[src/rtl/mem_pkg.sv]
// ============================================================================
// Module : mem_pkg
// Brief  : Shared size encodings, FSM state type and write-mask helpers for
//          the load/store front-end.
// Rev    : 1.0  initial release
// ============================================================================
`default_nettype none

package mem_pkg;

  localparam logic [1:0] SZ_B = 2'd0;
  localparam logic [1:0] SZ_H = 2'd1;
  localparam logic [1:0] SZ_W = 2'd2;
  localparam logic [1:0] SZ_D = 2'd3;

  typedef enum logic [1:0] {
    ST_IDLE = 2'd0,
    ST_RD   = 2'd1,
    ST_WR   = 2'd2,
    ST_RESP = 2'd3
  } state_t;

  function automatic logic [7:0] size_to_mask(input logic [1:0] size);
    logic [7:0] mask;
    case (size)
      SZ_B:    mask = 8'h01;
      SZ_H:    mask = 8'h03;
      SZ_W:    mask = 8'h0F;
      default: mask = 8'hFF;
    endcase
    return mask;
  endfunction

  // Expands a byte-lane mask into a per-bit mask.
  function automatic logic [63:0] mask_to_bits(input logic [7:0] mask);
    logic [63:0] bits;
    for (int i = 0; i < 8; i++) begin
      bits[i*8 +: 8] = {8{mask[i]}};
    end
    return bits;
  endfunction

endpackage

`default_nettype wire

[src/rtl/load_align_ext.sv]
// ============================================================================
// Module : load_align_ext
// Brief  : Extracts the low 1/2/4/8 bytes of memory read data and zero- or
//          sign-extends them to 64 bits.
// Rev    : 1.0  initial release
// ============================================================================
`default_nettype none

module load_align_ext
  import mem_pkg::*;
(
  input  logic [63:0] rd_data,
  input  logic [1:0]  size,
  input  logic        is_signed,
  output logic [63:0] ext_data
);

  always_comb begin
    ext_data = rd_data;
    case (size)
      SZ_B:    ext_data = {{56{is_signed & rd_data[7]}},  rd_data[7:0]};
      SZ_H:    ext_data = {{48{is_signed & rd_data[15]}}, rd_data[15:0]};
      SZ_W:    ext_data = {{32{is_signed & rd_data[31]}}, rd_data[31:0]};
      default: ext_data = rd_data;
    endcase
  end

endmodule

`default_nettype wire

[src/rtl/mem_access_ctrl.sv]
// ============================================================================
// Module : mem_access_ctrl
// Brief  : Single-outstanding load/store front-end with alignment and range
//          checking, one-cycle memory access and a held, registered response.
// Rev    : 1.0  initial release
// ============================================================================
`default_nettype none

module mem_access_ctrl
  import mem_pkg::*;
#(
  parameter logic [63:0] PMEM_BASE = 64'h8000_0000,
  parameter logic [63:0] PMEM_SIZE = 64'h0800_0000
) (
  input  logic        clock,
  input  logic        reset,
  input  logic        req_valid,
  output logic        req_ready,
  input  logic        req_wen,
  input  logic [63:0] req_addr,
  input  logic [1:0]  req_size,
  input  logic        req_signed,
  input  logic [63:0] req_wdata,
  output logic        resp_valid,
  input  logic        resp_ready,
  output logic [63:0] resp_rdata,
  output logic        resp_err,
  output logic        rd_en,
  output logic [63:0] rd_addr,
  input  logic [63:0] rd_data,
  output logic        we_en,
  output logic [63:0] we_addr,
  output logic [63:0] we_data,
  output logic [7:0]  we_mask
);

  localparam logic [64:0] c_pmem_limit = {1'b0, PMEM_BASE} + {1'b0, PMEM_SIZE};

  state_t      r_state;
  logic [1:0]  r_size;
  logic        r_signed;
  logic        r_we_en;

  logic [64:0] w_bytes;
  logic [64:0] w_end;
  logic        w_misaligned;
  logic        w_out_of_range;
  logic        w_err;
  logic [7:0]  w_mask;
  logic [63:0] w_ext;

  // 65-bit end address so a request near the top of the address space
  // cannot wrap around into the legal window.
  always_comb begin
    w_bytes = 65'd1 << req_size;
    w_end   = {1'b0, req_addr} + w_bytes;
    case (req_size)
      SZ_B:    w_misaligned = 1'b0;
      SZ_H:    w_misaligned = req_addr[0];
      SZ_W:    w_misaligned = |req_addr[1:0];
      default: w_misaligned = |req_addr[2:0];
    endcase
    w_out_of_range = (req_addr < PMEM_BASE) || (w_end > c_pmem_limit);
    w_err          = w_misaligned | w_out_of_range;
    w_mask         = size_to_mask(req_size);
  end

  load_align_ext u_load_align_ext (
    .rd_data   (rd_data),
    .size      (r_size),
    .is_signed (r_signed),
    .ext_data  (w_ext)
  );

  always_ff @(posedge clock) begin
    if (reset) begin
      r_state    <= ST_IDLE;
      r_size     <= SZ_B;
      r_signed   <= 1'b0;
      req_ready  <= 1'b1;
      resp_valid <= 1'b0;
      resp_rdata <= 64'd0;
      resp_err   <= 1'b0;
      rd_en      <= 1'b0;
      rd_addr    <= 64'd0;
      r_we_en    <= 1'b0;
      we_addr    <= 64'd0;
      we_data    <= 64'd0;
      we_mask    <= 8'd0;
    end else begin
      case (r_state)
        ST_IDLE: begin
          if (req_valid && req_ready) begin
            req_ready <= 1'b0;
            r_size    <= req_size;
            r_signed  <= req_signed;
            if (w_err) begin
              resp_valid <= 1'b1;
              resp_err   <= 1'b1;
              resp_rdata <= 64'd0;
              r_state    <= ST_RESP;
            end else if (req_wen) begin
              r_we_en <= 1'b1;
              we_addr <= req_addr;
              we_data <= req_wdata & mask_to_bits(w_mask);
              we_mask <= w_mask;
              r_state <= ST_WR;
            end else begin
              rd_en   <= 1'b1;
              rd_addr <= req_addr;
              r_state <= ST_RD;
            end
          end
        end
        ST_RD: begin
          rd_en      <= 1'b0;
          rd_addr    <= 64'd0;
          resp_rdata <= w_ext;
          resp_valid <= 1'b1;
          r_state    <= ST_RESP;
        end
        ST_WR: begin
          r_we_en    <= 1'b0;
          we_addr    <= 64'd0;
          we_data    <= 64'd0;
          we_mask    <= 8'd0;
          resp_rdata <= 64'd0;
          resp_valid <= 1'b1;
          r_state    <= ST_RESP;
        end
        ST_RESP: begin
          if (resp_ready) begin
            resp_valid <= 1'b0;
            resp_err   <= 1'b0;
            resp_rdata <= 64'd0;
            req_ready  <= 1'b1;
            r_state    <= ST_IDLE;
          end
        end
        default: r_state <= ST_IDLE;
      endcase
    end
  end

  // A reset arriving during the write cycle must suppress the strobe the
  // memory would otherwise capture at the closing edge.
  assign we_en = r_we_en & ~reset;

endmodule

`default_nettype wire
[config.mk]
export PLATFORM = sky130hd
export DESIGN_NAME = mem_access_ctrl
export DESIGN_NICKNAME = d
export VERILOG_FILES = /design/src/rtl/mem_pkg.sv /design/src/rtl/load_align_ext.sv /design/src/rtl/mem_access_ctrl.sv
export SDC_FILE = /design/constraint.sdc
export NUM_CORES = 1
export LEC_CHECK = 0
export CAP_MARGIN = 30
export CORE_AREA = 2 2 180 182
export DETAILED_ROUTE_END_ITERATION = 7
export DIE_AREA = 0 0 182 184
export DONT_BUFFER_PORTS = 1
export PLACE_DENSITY = 0.65
export SLEW_MARGIN = 20
export SYNTH_ARGS = -nofsm -noshare
export SYNTH_HDL_FRONTEND = slang
export SYNTH_HIERARCHICAL = 1
export SYNTH_SLANG_ARGS = --single-unit
[constraint.sdc]
create_clock -name clock -period 4.6 [get_ports clock]
set_input_delay 0.92 -clock clock [delete_from_list [all_inputs] [get_ports clock]]
set_output_delay 0.92 -clock clock [all_outputs]
set_load 0.02 [all_outputs]
After elaboration in Yosys (flattened, before gate mapping)
Index checks and enable logic that the tools add are counted.
{ "word_totals": {"inputBits": 200, "reg_bits": 274, "out_inout_bits": 269} }
{ "classes": {"shift": 1, "magnitude_cmp": 2, "reduce_logical": 18, "n_mux": 44, "eq_ne": 13, "addsub": 1, "n_bitwise": 7} }
{ "ops": {"columns": ["cell", "n"], "rows": [
  ["two-way mux 64 bit", 12],
  ["case mux 64 bit (2 select lines)", 3],
  ["case mux 64 bit (4 select lines)", 1],
  ["case mux 64 bit (3 select lines)", 1],
  ["adder 64 x 65 -> 65 bit", 1],
  ["greater-than comparator 65 x 32 -> 1 bit, second input constant", 1],
  ["left shift 1 x 2 -> 65 bit, first input constant", 1],
  ["AND 64 bit", 1],
  ["< comparator 64 x 32 -> 1 bit, second input constant", 1],
  ["two-way mux 8 bit", 3],
  ["case mux 8 bit (3 select lines)", 1],
  ["case mux 8 bit (2 select lines)", 1],
  ["inequality test 2 bit, second input constant", 6],
  ["AND reduction 4 bit", 3],
  ["two-way mux 1 bit", 11],
  ["== test 2 bit, second input constant", 4],
  ["two-way mux 2 bit", 4],
  ["case mux 1 bit (2 select lines)", 4],
  ["== test 2 x 1 -> 1 bit, second input constant", 3],
  ["zero test 2 bit", 3],
  ["case mux 1 bit (3 select lines)", 2],
  ["case mux 2 bit (3 select lines)", 1],
  ["AND reduction 3 bit", 2],
  ["nonzero test 2 bit", 3],
  ["other kinds (8)", 13]
]} }

Logic depth before layout (Yosys ltp)
Gate-level depths: netlist of the first run.
{ "logic_depth": {"depth_word": 8, "depth_mapped": 18} }

By module
Netlist of the first run, hierarchy kept.
{ "modules_own_cells": {"columns": ["mod", "instances", "area_per_inst_um2", "seq_area_each_um2", "cells_per_inst"], "rows": [
  ["mem_access_ctrl", 1, 11732.5, 5385.2, 1436],
  ["load_align_ext", 1, 920.9, 0.0, 149]
]} }

Worst setup path before layout of the first run
OpenSTA, ideal clock, no wires.
{ "synth_timing": {"path_type": "input to register", "start": "in req_size[1]", "end": "reg rd_addr[28]", "setup_time_ps": 114, "t_required_ps": 4486, "path_buffers": 2, "path_stages": 16, "setup_slack_ps": -143, "t_arrival_ps": 4629, "cell_sequence": "clkbuf_1 nor2_1 ha_1 inv_1 fa_1 nand2b_1 a211oi_1 nand3_1 or4b_1 a21oi_1 nand4_1 nor4_4 or4b_4 buf_6 and2_4 a21o_1"} }
{ "synth_between": {"elab_chain_cells": 7, "elab_cells_between_ends": 11, "classes_between": "1 x add/sub; 1 x order compare; 3 x eq/ne; 1 x shift; 1 x mux; 1 x bitwise; 3 x reduce/logical"} }
{ "synth_lines": {"columns": ["item", "line_no", "text"], "rows": [
  ["start: declaration", "mem_access_ctrl.sv:21", "input logic [1:0] req_size,"],
  ["left shift 1 x 2 -> 65 bit", "mem_access_ctrl.sv:55", "w_bytes = 65'd1 << req_size;"],
  ["adder 64 x 65 -> 65 bit", "mem_access_ctrl.sv:56", "w_end = {1'b0, req_addr} + w_bytes;"],
  ["greater-than comparator 65 x 32 -> 1 bit", "mem_access_ctrl.sv:63", "w_out_of_range = (req_addr < PMEM_BASE) || (w_end > c_pmem_limit);"],
  ["logical OR 1 bit", "mem_access_ctrl.sv:63", null],
  ["OR 1 bit (*)", "mem_access_ctrl.sv:64", "w_err = w_misaligned | w_out_of_range;"],
  ["inequality test 2 bit (no source line) (*)", null, null],
  ["AND reduction 4 bit (no source line) (*)", null, null],
  ["end signal: assignment", "mem_access_ctrl.sv:110", "rd_addr <= req_addr;"],
  ["end: declaration", "mem_access_ctrl.sv:29", "output logic [63:0] rd_addr,"]
]} }
Every way passes the cells marked *; elsewhere a longest branch is shown, timed or not.
A chain may end at the register's enable or synchronous reset.

Worst setup path after layout of the first run
{ "layout_timing": {"start": "in req_size[0]", "end": "reg rd_addr[36]"} }
Same word-level chain as after synthesis.

==> impl_results.rst, run 1 <==
.. list-table::
   :header-rows: 1

   * - Metric
     - Value
   * - Met3 layer wire length in the routed design
     - 4890 um
   * - Metal1 wirelength
     - 17,100 um
   * - Count of nets after finishing
     - about 1.7k
   * - Post-Place Worst Slack
     - -0.139 ns
   * - Hold/Removal Path Class
     - primary input to flip-flop
   * - Number of enable-type register cells in the synthesized netlist
     - 0
   * - Remaining DRCs
     - 0
   * - Fill cell count
     - 3,091
   * - Share of the clock period used by the worst path after layout
     - 0.900
   * - Max clock buf depth
     - 3
   * - Antenna viol nets, final
     - 0
   * - Post-synthesis sequential area ratio
     - 0.426
   * - Flops & latches, synth
     - 269
   * - Core footprint
     - approximately 0.031 mm^2
   * - Largest area contributor in the netlist
     - sky130_fd_sc_hd__dfxtp_1
   * - Worst clock skew
     - 0.00651 ns
   * - Vias
     - ~12k
   * - Count of unique library cells instantiated by Yosys
     - 76
   * - Average cell area after synthesis
     - 7.98 um^2
   * - Post-CTS repair timing setup buffer count
     - 0
   * - Clock buffers created by TritonCTS
     - 28
   * - Hold Worst Slack
     - 0.422 ns
   * - Root Buffer
     - sky130_fd_sc_hd__clkbuf_16
   * - Launching element type of the critical path
     - primary input
   * - Setup slack after layout
     - ~0.46 ns
   * - Number of global-route vias before repair
     - 10.9k
   * - Full die area
     - around 0.033 mm^2
   * - Total number of H-tree levels
     - 1
   * - Cell area after technology mapping
     - 0.0127 mm^2
   * - Number of optimization iterations in the first detailed-route pass
     - 7
   * - Number of vias per cell
     - just over 6
   * - Critical path data required time
     - 5.06 ns
   * - GRT Residual Overflow
     - 0
   * - Topmost layer with routed signal wires
     - met4
   * - Largest fanout on the critical path
     - 19
   * - Average detailed-routed wire length per instance
     - 22.8 um
   * - Critical path class
     - primary input to flip-flop
   * - Number of standard cells after synthesis
     - 1,585
   * - Number of primary I/O pins
     - 469
   * - Pwr Density
     - 436 mW/mm^2
   * - DRT iter0 DRCs
     - 1,199
   * - Met2 routed WL
     - approximately 20,000 um
   * - Clock transition at path regs
     - 0.06 ns
   * - Fraction of synthesized cell area taken by the top area cell type
     - 0.426
   * - Most used cells in the layout excluding fill and tap cells
     - 268 x sky130_fd_sc_hd__dfxtp_1, 185 x sky130_fd_sc_hd__nand2_1, 184 x sky130_fd_sc_hd__nand3_1, 184 x sky130_fd_sc_hd__o21ai_0, 101 x sky130_fd_sc_hd__nand4_1
   * - Total of buffers placed on input and output ports
     - 0
   * - Net count after synthesis
     - 1,794
   * - Ys flop type
     - sky130_fd_sc_hd__dfxtp_1
   * - Number of instances resized during post-cts repair
     - 0
   * - Peak VDD IR
     - 274 uV
   * - Async SR Flop Fraction
     - 0
   * - Starting density of the core
     - 0.403
   * - Commonest non-fill, non-tap cell in the layout
     - sky130_fd_sc_hd__dfxtp_1
   * - Source-to-sink clock delay at the later pin of the worst-skew pair
     - 0.57 ns
   * - Leakage Power
     - 5.08 nW
   * - Growth of design area from synthesis to finish
     - 11.5%
   * - GR Util All Layers
     - 0.245
   * - RSZ-0062 raised after global routing
     - no
   * - Number of setup violations in the final report
     - 0
   * - Gp weighted congestion
     - 0.934
   * - Overall routed net length
     - 43,900 um
   * - Wire length of the first global-routing pass
     - 65,500 um
   * - Worst slew margin relative to its limit
     - 0.435
   * - Placed wire-length estimate after detailed placement
     - 31,600 um
   * - Minimum clock period after layout
     - between 4 and 5 ns
   * - Arrival time at the worst endpoint
     - 4.60 ns
   * - Die width
     - 182 um
   * - Clock tree from TritonCTS
     - yes
   * - Count of final hold-check violations
     - 0
   * - Ratio of cells with drive above 1 in the final layout
     - 0.109
   * - Maximum clock frequency
     - 241 MHz
   * - Largest net degree at the start of global routing
     - 122
   * - Max Slew Vio Count
     - 0
   * - Yosys warning total
     - 6
   * - Antenna violations before repair
     - 1
   * - Die Y
     - 184 um
   * - Status
     - finished, final reports clean
   * - Clk sink count
     - around 270
   * - Count of antenna diodes in the layout
     - 0
   * - Max Cap Viol
     - 0
   * - Least-Margin Pin Slew
     - ~0.85 ns
   * - Sort of element at the end of the critical path
     - flip-flop
   * - Top area cells in the synthesized netlist
     - sky130_fd_sc_hd__dfxtp_1 43%, sky130_fd_sc_hd__o21ai_0 7.3%, sky130_fd_sc_hd__nand3_1 7.3%, sky130_fd_sc_hd__nand2_1 5.5%, sky130_fd_sc_hd__nand4_1 5.0%
   * - Quantity of hold-fixing buffers added after cts
     - 0
   * - Std cell rows
     - between 60 and 70
[stage by stage]
stage	TNS (ns)	std cells	power [mW]	cell area [um^2]	utilization
floorplan	0	1585	3.38	12700	-
global placement	-0.874	1872	3.65	13000	0.414
detailed placement	-7.43	1874	3.67	13100	0.416
CTS	0	1926	6.14	14100	0.448
global route	0	1928	6.42	14100	0.450
finish	0	1928	6.15	14100	0.450
[flip-flops by register name, summed over array words and instances (netlist names)]
name,cells
req_ready,1
r_size,2
we_data,64
resp_err,1
we_addr,64
we_mask,4
r_signed,1
r_state,2
resp_rdata,64
resp_valid,1
rd_addr,64
rd_en,1
[power breakdown]
part,switching (mW),internal (mW)
Combinational,0.865,0.321
Clock,0.992,1.48
Sequential,0.111,2.38
Total,1.97,4.18
[metal layers]
layer,GRT usage,vias to the layer above
met5,0,-
met3,0.0824,98
met2,0.401,688
li1,-,5584
met1,0.300,5548
met4,0.0887,0
[worst max-delay path: stages]
cell,delay [ns]
sky130_fd_sc_hd__nor2_4,0.10
sky130_fd_sc_hd__ha_2,0.18
sky130_fd_sc_hd__inv_1,0.05
sky130_fd_sc_hd__fa_2,0.33
sky130_fd_sc_hd__nand2b_4,0.19
sky130_fd_sc_hd__a2111oi_1,0.39
sky130_fd_sc_hd__buf_4,0.20
sky130_fd_sc_hd__nand4_1,0.10
sky130_fd_sc_hd__xor2_1,0.17
sky130_fd_sc_hd__o41ai_1,0.12
sky130_fd_sc_hd__or4_4,0.50
sky130_fd_sc_hd__nor4_4,0.24
sky130_fd_sc_hd__or4b_4,0.65
sky130_fd_sc_hd__buf_4,0.25
sky130_fd_sc_hd__and3_1,0.19
[Yosys cell counts (8+ instances only)]
cell type                  instances
sky130_fd_sc_hd__a21o_1            9
sky130_fd_sc_hd__a21oi_1          85
sky130_fd_sc_hd__and3_1           72
sky130_fd_sc_hd__buf_1            16
sky130_fd_sc_hd__buf_2            33
sky130_fd_sc_hd__buf_4            16
sky130_fd_sc_hd__clkbuf_1         99
sky130_fd_sc_hd__dfxtp_1         269
sky130_fd_sc_hd__ha_1              8
sky130_fd_sc_hd__inv_1            24
sky130_fd_sc_hd__nand2_1         185
sky130_fd_sc_hd__nand2b_1         10
sky130_fd_sc_hd__nand3_1         184
sky130_fd_sc_hd__nand4_1         101
sky130_fd_sc_hd__nor2_1           31
sky130_fd_sc_hd__nor3_1           18
sky130_fd_sc_hd__nor4_1           23
sky130_fd_sc_hd__o211ai_1         21
sky130_fd_sc_hd__o211ai_2         14
sky130_fd_sc_hd__o21ai_0         185
sky130_fd_sc_hd__o21ai_1          35
sky130_fd_sc_hd__o31ai_1          12
sky130_fd_sc_hd__xnor2_1          11
[logic make-up after synthesis]
group                      Yosys count  share of synthesized area
and+or+nand+nor                    679                      0.285
AOI/OAI and AO/OA                  405                      0.190
DFF                                269                      0.426
buffers and inverters              198                     0.0707
xor gates and xnor gates            17                     0.0118
adders and majority gates            9                    0.00949
muxes                                8                    0.00751
[area by class of cell]
type / instances / area [um^2] / area share
Clock inverter: 12 / 199 / 0.0141
Timing Repair Buffer: 63 / 658 / 0.0466
Tap cell: 402 / 503 / 0.0356
Clock buffer: 40 / 826 / 0.0585
Sequential cell: 269 / 5390 / 0.382
Multi-Input combinational cell: 1118 / 6450 / 0.457
Inverter: 24 / 90.1 / 0.00638
[final timing paths]
kind                          start                           to  slack (ns)  cells past startpoint
min reg2reg   r_signed$_SDFFE_PP0P_        r_signed$_SDFFE_PP0P_        0.53                      2
max                     req_size[0]     rd_addr[36]$_SDFFE_PP0P_        0.46                     15
min                           reset       r_size[0]$_SDFFE_PP0P_        0.42                      1
max reg2reg  r_size[0]$_SDFFE_PP0P_  resp_rdata[30]$_SDFFE_PP0P_        2.03                      5
No activity file was read; power rests on OpenSTA's default activity.
==> inputs of run 2 (changes only) <==
--- a/config.mk
+++ b/config.mk
@@ -8,7 +8,7 @@
 export CAP_MARGIN = 30
-export CORE_AREA = 2 2 180 182
+export CORE_AREA = 2 2 184 186
 export DETAILED_ROUTE_END_ITERATION = 7
-export DIE_AREA = 0 0 182 184
-export DONT_BUFFER_PORTS = 1
-export PLACE_DENSITY = 0.65
+export DIE_AREA = 0 0 186 188
+export GPL_ROUTABILITY_DRIVEN = 0
+export PLACE_DENSITY = 0.83
 export SLEW_MARGIN = 20
==> constraint.sdc (replaced) <==
create_clock -name clock -period 4.6 [get_ports clock]
set_input_delay 1.38 -clock clock [delete_from_list [all_inputs] [get_ports clock]]
set_output_delay 1.38 -clock clock [all_outputs]
set_load 0.02 [all_outputs]
==> run 2 against run 1 <==
The flow now finishes with violations (DRC, setup timing). Critical path depth up 4. Critical endpoint is now resp_rdata[15]$_SDFFE_PP0P_. Largest power group is now the clock network. Core utilization is 24 points higher. Sequential share of layout area fell by 15 points. Sequential power shrank 2%.
==> impl_results.rst, run 2 (synthesized netlist as in run 1, its figures left out) <==
.. list-table::
   :header-rows: 1

   * - Metric
     - Value
   * - Status
     - complete, but fails checks
   * - Violated checks
     - DRC, setup timing
   * - Fill cell count
     - roughly 2.2k
   * - Total of buffers placed on input and output ports
     - 468
   * - Beginning of the worst register-to-register path
     - r_state[0]$_SDFFE_PP0P_
   * - R2R depth
     - 7
   * - Sort of element at the end of the critical path
     - flip-flop
   * - Max Cap Viol
     - 0
   * - Max incr delay on CP
     - around 0.53 ns
   * - Start point of the critical path
     - req_size[0]
   * - List of cells traversed by the critical path
     - buf_8 > nor2_4 > ha_4 > inv_2 > fa_2 > nand2b_4 > a2111oi_4 > nand4_1 > nand2_1 > o21ai_2 > or4_4 > nor4_4 > buf_4 > buf_4 > nand3b_1 > buf_6 > clkbuf_16 > nand4_1 > a21oi_1
   * - DRT iter0 DRCs
     - 1,899
   * - GR Util All Layers
     - 0.299
   * - Full die area
     - 0.0350 mm^2
   * - Gate family responsible for the most delay along the worst path
     - simple AND/OR/NAND/NOR gates
   * - Clock buffers created by TritonCTS
     - 29
   * - Remaining DRCs
     - 11
   * - Die width
     - between 150 and 200 um
   * - Std cell rows
     - 67
   * - Switching power
     - 2.33 mW
   * - Worst setup path endpoint
     - resp_rdata[15]$_SDFFE_PP0P_
   * - Worst slew margin relative to its limit
     - 0.355
   * - RSZ-0062 raised after global routing
     - yes
   * - Clk sink count
     - about 270
   * - End of the worst register-to-register path
     - we_addr[16]$_SDFFE_PP0P_
   * - Share of the clock period used by the worst path after layout
     - 1.03
   * - GRT Residual Overflow
     - 0
   * - Largest net degree at the start of global routing
     - 74
   * - Int Power
     - 4.52 mW
   * - Number of primary I/O pins
     - between 400 and 500
   * - Minimum clock period after layout
     - between 4 and 5 ns
   * - Root Buffer
     - sky130_fd_sc_hd__clkbuf_16
   * - Max clock buf depth
     - 3
   * - Starting density of the core
     - 0.382
   * - Leakage Power
     - 8.38 nW
   * - Multi-input gate area
     - 0.00780 mm^2
   * - Core footprint
     - 0.0331 mm^2
   * - Number of optimization iterations in the first detailed-route pass
     - 8
   * - Number of global-route vias before repair
     - 15.1k
   * - Critical path class
     - primary input to flip-flop
   * - Sw Ratio
     - 0.340
   * - Total design power
     - 6.85 mW
   * - Post-Place Worst Slack
     - -1.21 ns
   * - Max Slew Vio Count
     - 0
   * - Hold/Removal Path Class
     - flip-flop to flip-flop
   * - Maximum clock frequency
     - approximately 210 MHz
   * - Antenna violations before repair
     - 3
   * - Number of setup violations in the final report
     - approximately 220
   * - Worst clock skew
     - about 0.026 ns
   * - Total number of cells along the worst setup path
     - 19
   * - Largest fanout on the critical path
     - 8
   * - Most used cells in the layout excluding fill and tap cells
     - 448 x sky130_fd_sc_hd__clkdlybuf4s50_1, 269 x sky130_fd_sc_hd__dfxtp_1, 210 x sky130_fd_sc_hd__buf_4
   * - Overall routed net length
     - 62,100 um
   * - Launching element type of the critical path
     - primary input
   * - Ratio of cells with drive above 1 in the final layout
     - 0.290
   * - Worst-case register-to-register setup slack
     - 2.07 ns
   * - Quantity of hold-fixing buffers added after cts
     - 0
   * - Clock tree from TritonCTS
     - yes
   * - Hold Worst Slack
     - approximately 0.46 ns
   * - Growth of design area from synthesis to finish
     - 80.3%
   * - Wire length of the first global-routing pass
     - 83,800 um
   * - Buffering stage count on the worst path with inverters included
     - 6
   * - Peak VDD IR
     - about 280 uV
   * - Vias
     - 16.1k
   * - Number of vias per cell
     - 6.03
   * - Standard cell with the maximum stage delay on the critical path
     - sky130_fd_sc_hd__or4_4
   * - Average detailed-routed wire length per instance
     - between 20 and 25 um
   * - Total number of H-tree levels
     - 1
   * - Least-Margin Pin Slew
     - 0.968 ns
   * - Commonest non-fill, non-tap cell in the layout
     - sky130_fd_sc_hd__clkdlybuf4s50_1
   * - Proportion of power drawn by flip-flops and latches
     - 0.354
   * - Setup slack after layout
     - -0.122 ns
   * - Clock transition at path regs
     - 0.07 ns
   * - Combinational cell fraction of total power
     - 0.270
   * - Die Y
     - ~190 um
   * - Count of final hold-check violations
     - 0
   * - Pwr Density
     - ~300 mW/mm^2
   * - Critical path data required time
     - 5.00 ns
   * - Source-to-sink clock delay at the later pin of the worst-skew pair
     - 0.57 ns
   * - Placed wire-length estimate after detailed placement
     - 36,800 um
   * - Reg area
     - 0.00539 mm^2
   * - Share of total power in the clock network
     - 0.376
   * - Arrival time at the worst endpoint
     - between 5 and 6 ns
   * - Count of nets after finishing
     - 2,411
   * - Antenna viol nets, final
     - 0
run 2: cell types whose count changed in the layout (fill, tap and decap cells not counted), moves of 12 or more:
cell and delta:
sky130_fd_sc_hd__and3_1 -45, sky130_fd_sc_hd__and3_4 +44, sky130_fd_sc_hd__buf_16 +12, sky130_fd_sc_hd__buf_4 +162, sky130_fd_sc_hd__buf_6 +14, sky130_fd_sc_hd__clkbuf_16 +23
sky130_fd_sc_hd__clkdlybuf4s50_1 +448, sky130_fd_sc_hd__nand3_1 -111, sky130_fd_sc_hd__nand3_2 +101, sky130_fd_sc_hd__o21ai_0 -133, sky130_fd_sc_hd__o21ai_1 +81, sky130_fd_sc_hd__o21ai_2 +48
run 2: repair_timing:
| action | 4_1_cts | 5_1_grt |
|---|---|---|
| pin swaps | 77 | 114 |
| setup buffers | 30 | 7 |
| cloned | 11 | 31 |
| setup endpoints to repair | 265 | 265 |
| gates resized for setup | 134 | 171 |
run 2: layout make-up:
| cell class | count | area share |
|---|---|---|
| tap | 448 | 0.0246 |
| sequential | 269 | 0.236 |
| clock inverter | 13 | 0.00894 |
| antenna | 5 | 0.000549 |
| timing repair buffer | 759 | 0.347 |
| multi-input combinational | 1119 | 0.342 |
| inverter | 24 | 0.00395 |
| clock buffer | 40 | 0.0363 |
run 2: layer usage:
layer  vias to the layer above  routed length (um)  global-route usage
met5                         -                   0                   0
met4                         0                4530               0.183
met3                       361                6370              0.0625
met2                      1212               28700               0.482
met1                      7556               22500               0.363
li1                       7002                   -                   -
run 2: metrics by stage:
step                std cells  area, um^2  setup TNS [ns]   util
global placement         2543       19500         -240.04  0.588
CTS                      2637       21500          -0.626  0.649
detailed placement       2544       19500         -287.58  0.589
floorplan                1585       13500          -51.90      -
global route             2675       22800          -44.93  0.689
finish                   2677       22800          -10.81  0.689
run 2: tightest hold or removal path, stage by stage (launching register included):
cell and delay [ns]:
sky130_fd_sc_hd__dfxtp_1 0.32, sky130_fd_sc_hd__nand3_2 0.05, sky130_fd_sc_hd__o21ai_1 0.05
run 2: how the worst min path moves through the flow:
stage	startpoint	endpoint	slack, ns	cells after the start
after floorplan	r_size[0]$_SDFFE_PP0P_	r_size[0]$_SDFFE_PP0P_	0.44	2
after global placement	we_addr[29]$_SDFFE_PP0P_	we_addr[29]$_SDFFE_PP0P_	0.44	1
after detailed placement	we_addr[15]$_SDFFE_PP0P_	we_addr[15]$_SDFFE_PP0P_	0.44	2
after CTS	we_addr[15]$_SDFFE_PP0P_	we_addr[15]$_SDFFE_PP0P_	0.46	2
after global routing	we_addr[12]$_SDFFE_PP0P_	we_addr[12]$_SDFFE_PP0P_	0.47	2
final	we_addr[12]$_SDFFE_PP0P_	we_addr[12]$_SDFFE_PP0P_	0.46	2
run 2: power by group through the flow:
stage,registers [mW],clock network [mW],logic (mW)
after floorplan,2.50,0,0.931
after global placement,2.47,0,1.62
after detailed placement,2.47,0,1.67
after CTS,2.42,2.57,1.71
after global routing,2.43,2.69,1.95
final,2.43,2.57,1.85
==> inputs of run 3 (changes only) <==
CELL_PAD_IN_SITES_DETAIL_PLACEMENT = 0   (was default)
CELL_PAD_IN_SITES_GLOBAL_PLACEMENT = 2   (was default)
CORE_AREA = default   (was 2 2 184 186)
CORE_MARGIN = 2   (was default)
CORE_UTILIZATION = 22   (was default)
DIE_AREA = default   (was 0 0 186 188)
HOLD_SLACK_MARGIN = 0.03   (was default)
PLACE_DENSITY = 0.85   (was 0.83)
==> run 3 against run 2 <==
The flow finishes with violations (setup timing). Non-clock buffer count increased by 7. Maximum frequency decreased by 0.82%. Via count decreased by 8.5%. Clock power increased by 11%. Hold slack got worse by 0.0054 ns. Critical path type unchanged.
==> impl_results.rst, run 3 (synthesized netlist as in run 1, its figures left out) <==
.. list-table::
   :header-rows: 1

   * - Metric
     - Value
   * - Gate family responsible for the most delay along the worst path
     - buffers and inverters
   * - Clk sink count
     - 269
   * - Largest net degree at the start of global routing
     - 68
   * - Most used cells in the layout excluding fill and tap cells
     - 452 x sky130_fd_sc_hd__clkdlybuf4s50_1, 269 x sky130_fd_sc_hd__dfxtp_1, 217 x sky130_fd_sc_hd__buf_4
   * - Full die area
     - 0.0595 mm^2
   * - Antenna viol nets, final
     - 0
   * - Root Buffer
     - sky130_fd_sc_hd__clkbuf_16
   * - Count of final hold-check violations
     - 0
   * - Wire length of the first global-routing pass
     - 86,100 um
   * - Total design power
     - between 7 and 8 mW
   * - Max clock buf depth
     - 3
   * - Number of primary I/O pins
     - approximately 470
   * - Growth of design area from synthesis to finish
     - 83.4%
   * - Ratio of cells with drive above 1 in the final layout
     - 0.282
   * - Least-Margin Pin Slew
     - 0.970 ns
   * - Launching element type of the critical path
     - primary input
   * - Max Slew Vio Count
     - 0
   * - Met3 layer wire length in the routed design
     - about 4100 um
   * - Maximum clock frequency
     - ~210 MHz
   * - Start point of the critical path
     - req_addr[3]
   * - Clock transition at path regs
     - 0.06 ns
   * - Number of vias per cell
     - a little under 5
   * - Status
     - complete, but fails checks
   * - Sort of element at the end of the critical path
     - flip-flop
   * - Clock tree from TritonCTS
     - yes
   * - Clock buffers created by TritonCTS
     - 34
   * - Most frequent cell on the critical path
     - sky130_fd_sc_hd__buf_4
   * - Placed wire-length estimate after detailed placement
     - between 40,000 and 50,000 um
   * - Placed Area
     - 0.0200 mm^2
   * - Setup slack after layout
     - -0.161 ns
   * - Starting density of the core
     - 0.224
   * - Critical path class
     - primary input to flip-flop
   * - Minimum clock period after layout
     - 4.76 ns
   * - Total of buffers placed on input and output ports
     - 468
   * - GRT Residual Overflow
     - 0
   * - Commonest non-fill, non-tap cell in the layout
     - sky130_fd_sc_hd__clkdlybuf4s50_1
   * - Number of setup violations in the final report
     - 231
   * - Peak VDD IR
     - 289 uV
   * - Final design area excluding fillers
     - 0.0232 mm^2
   * - Hold Startpoint
     - we_addr[28]$_SDFFE_PP0P_
   * - Leakage Power
     - around 8.5 nW
   * - Average detailed-routed wire length per instance
     - 19.7 um
   * - Max incr delay on CP
     - 0.59 ns
   * - Worst clock skew
     - around 0.011 ns
   * - Total number of cells along the worst setup path
     - 18
   * - Quantity of hold-fixing buffers added after cts
     - 0
   * - Fill cell count
     - 5,523
   * - Number of optimization iterations in the first detailed-route pass
     - 7
   * - Met2 routed WL
     - 27,200 um
   * - Vias
     - 14.8k
   * - Worst setup path endpoint
     - we_addr[30]$_SDFFE_PP0P_
   * - Antenna violations before repair
     - 8
   * - Topmost layer with routed signal wires
     - met5
   * - Std cell rows
     - 87
   * - Worst slew margin relative to its limit
     - 0.353
   * - Hold/Removal Path Class
     - flip-flop to flip-flop
   * - Arrival time at the worst endpoint
     - slightly above 5 ns
   * - Violated checks
     - setup timing
   * - Hold Worst Slack
     - between 0.4 and 0.5 ns
   * - Max Cap Viol
     - 0
   * - Worst-case register-to-register setup slack
     - 1.86 ns
   * - R2R depth
     - 7
   * - Final cell count without fillers
     - 2,998
   * - Standard cell with the maximum stage delay on the critical path
     - sky130_fd_sc_hd__or4_1
   * - Count of placed standard cells including taps
     - 2,871
   * - Share of the clock period used by the worst path after layout
     - 1.04
   * - Critical path data required time
     - 5.02 ns
   * - Buffering stage count on the worst path with inverters included
     - 7
   * - Core footprint
     - 0.0566 mm^2
   * - Die Y
     - between 200 and 250 um
   * - Pwr Density
     - just over 300 mW/mm^2
   * - Die width
     - 244 um
   * - Metal1 wirelength
     - 25,600 um
   * - Beginning of the worst register-to-register path
     - r_state[0]$_SDFFE_PP0P_
   * - Total number of H-tree levels
     - 2
   * - Overall routed net length
     - a little under 60,000 um
   * - Final standard cell utilization of the core
     - 0.410
   * - Largest fanout on the critical path
     - 6
   * - RSZ-0062 raised after global routing
     - yes
   * - Number of global-route vias before repair
     - roughly 14k
   * - Source-to-sink clock delay at the later pin of the worst-skew pair
     - around 0.53 ns
   * - Count of nets after finishing
     - around 2.4k
   * - End of the worst register-to-register path
     - we_data[43]$_SDFFE_PP0P_
   * - GR Util All Layers
     - 0.184
   * - Remaining DRCs
     - 0
   * - List of cells traversed by the critical path
     - dlygate4sd2_1 > ha_4 > buf_4 > and3_1 > o2bb2ai_2 > buf_4 > a311oi_1 > o22ai_1 > or4_1 > o31ai_4 > a21oi_4 > buf_4 > nand4b_1 > buf_6 > buf_12 > buf_16 > and2_4 > a21o_1
   * - DRT iter0 DRCs
     - 1,002
==> run 3: how the worst min path moves through the flow <==
stage	endpoint	slack [ns]	cells past startpoint
finish	we_addr[28]$_SDFFE_PP0P_	0.45	1
global route	rd_addr[9]$_SDFFE_PP0P_	0.47	2
CTS	rd_addr[25]$_SDFFE_PP0P_	0.46	2
detailed placement	rd_addr[29]$_SDFFE_PP0P_	0.44	1
global placement	we_data[57]$_SDFFE_PP0P_	0.44	2
floorplan	r_size[0]$_SDFFE_PP0P_	0.44	2
==> run 3: cell type report <==
type                       instances  area [um^2]  share of cell area
tap                              756          946              0.0408
clock buffer                      46         1000              0.0431
multi-input combinational       1119         7610               0.328
sequential                       269         5390               0.232
timing repair buffer             766         7970               0.343
inverter                          24         90.1             0.00388
clock inverter                    12          198             0.00852
antenna                            6         15.0            0.000647
==> run 3: timing repair <==
action | CTS | global route
gates cloned | 27 | 11
pin swaps | 88 | 66
setup endpoints to repair | 265 | 265
buffers inserted | 26 | 8
resized for setup | 167 | 121
==> run 3: power breakdown <==
group	switching [mW]	leakage, nW	total, mW	internal, mW
Clock	1.06	0.588	2.86	1.81
Combinational	1.27	5.74	1.92	0.652
Sequential	0.0376	2.17	2.42	2.38
Total	2.36	8.49	7.20	4.84
==> run 3: routing by layer <==
layer,global-route usage,up-vias
met5,0,-
met4,0.0739,2
met3,0.0431,110
met2,0.295,555
met1,0.239,7031
li1,-,7056
==> run 3: stage by stage <==
step / setup slack [ns] / TNS, ns
floorplan: -0.377 / -51.90
global placement: -1.13 / -271.32
detailed placement: -1.22 / -286.77
CTS: -0.200 / -30.45
global route: -0.317 / -58.32
finish: -0.161 / -12.87
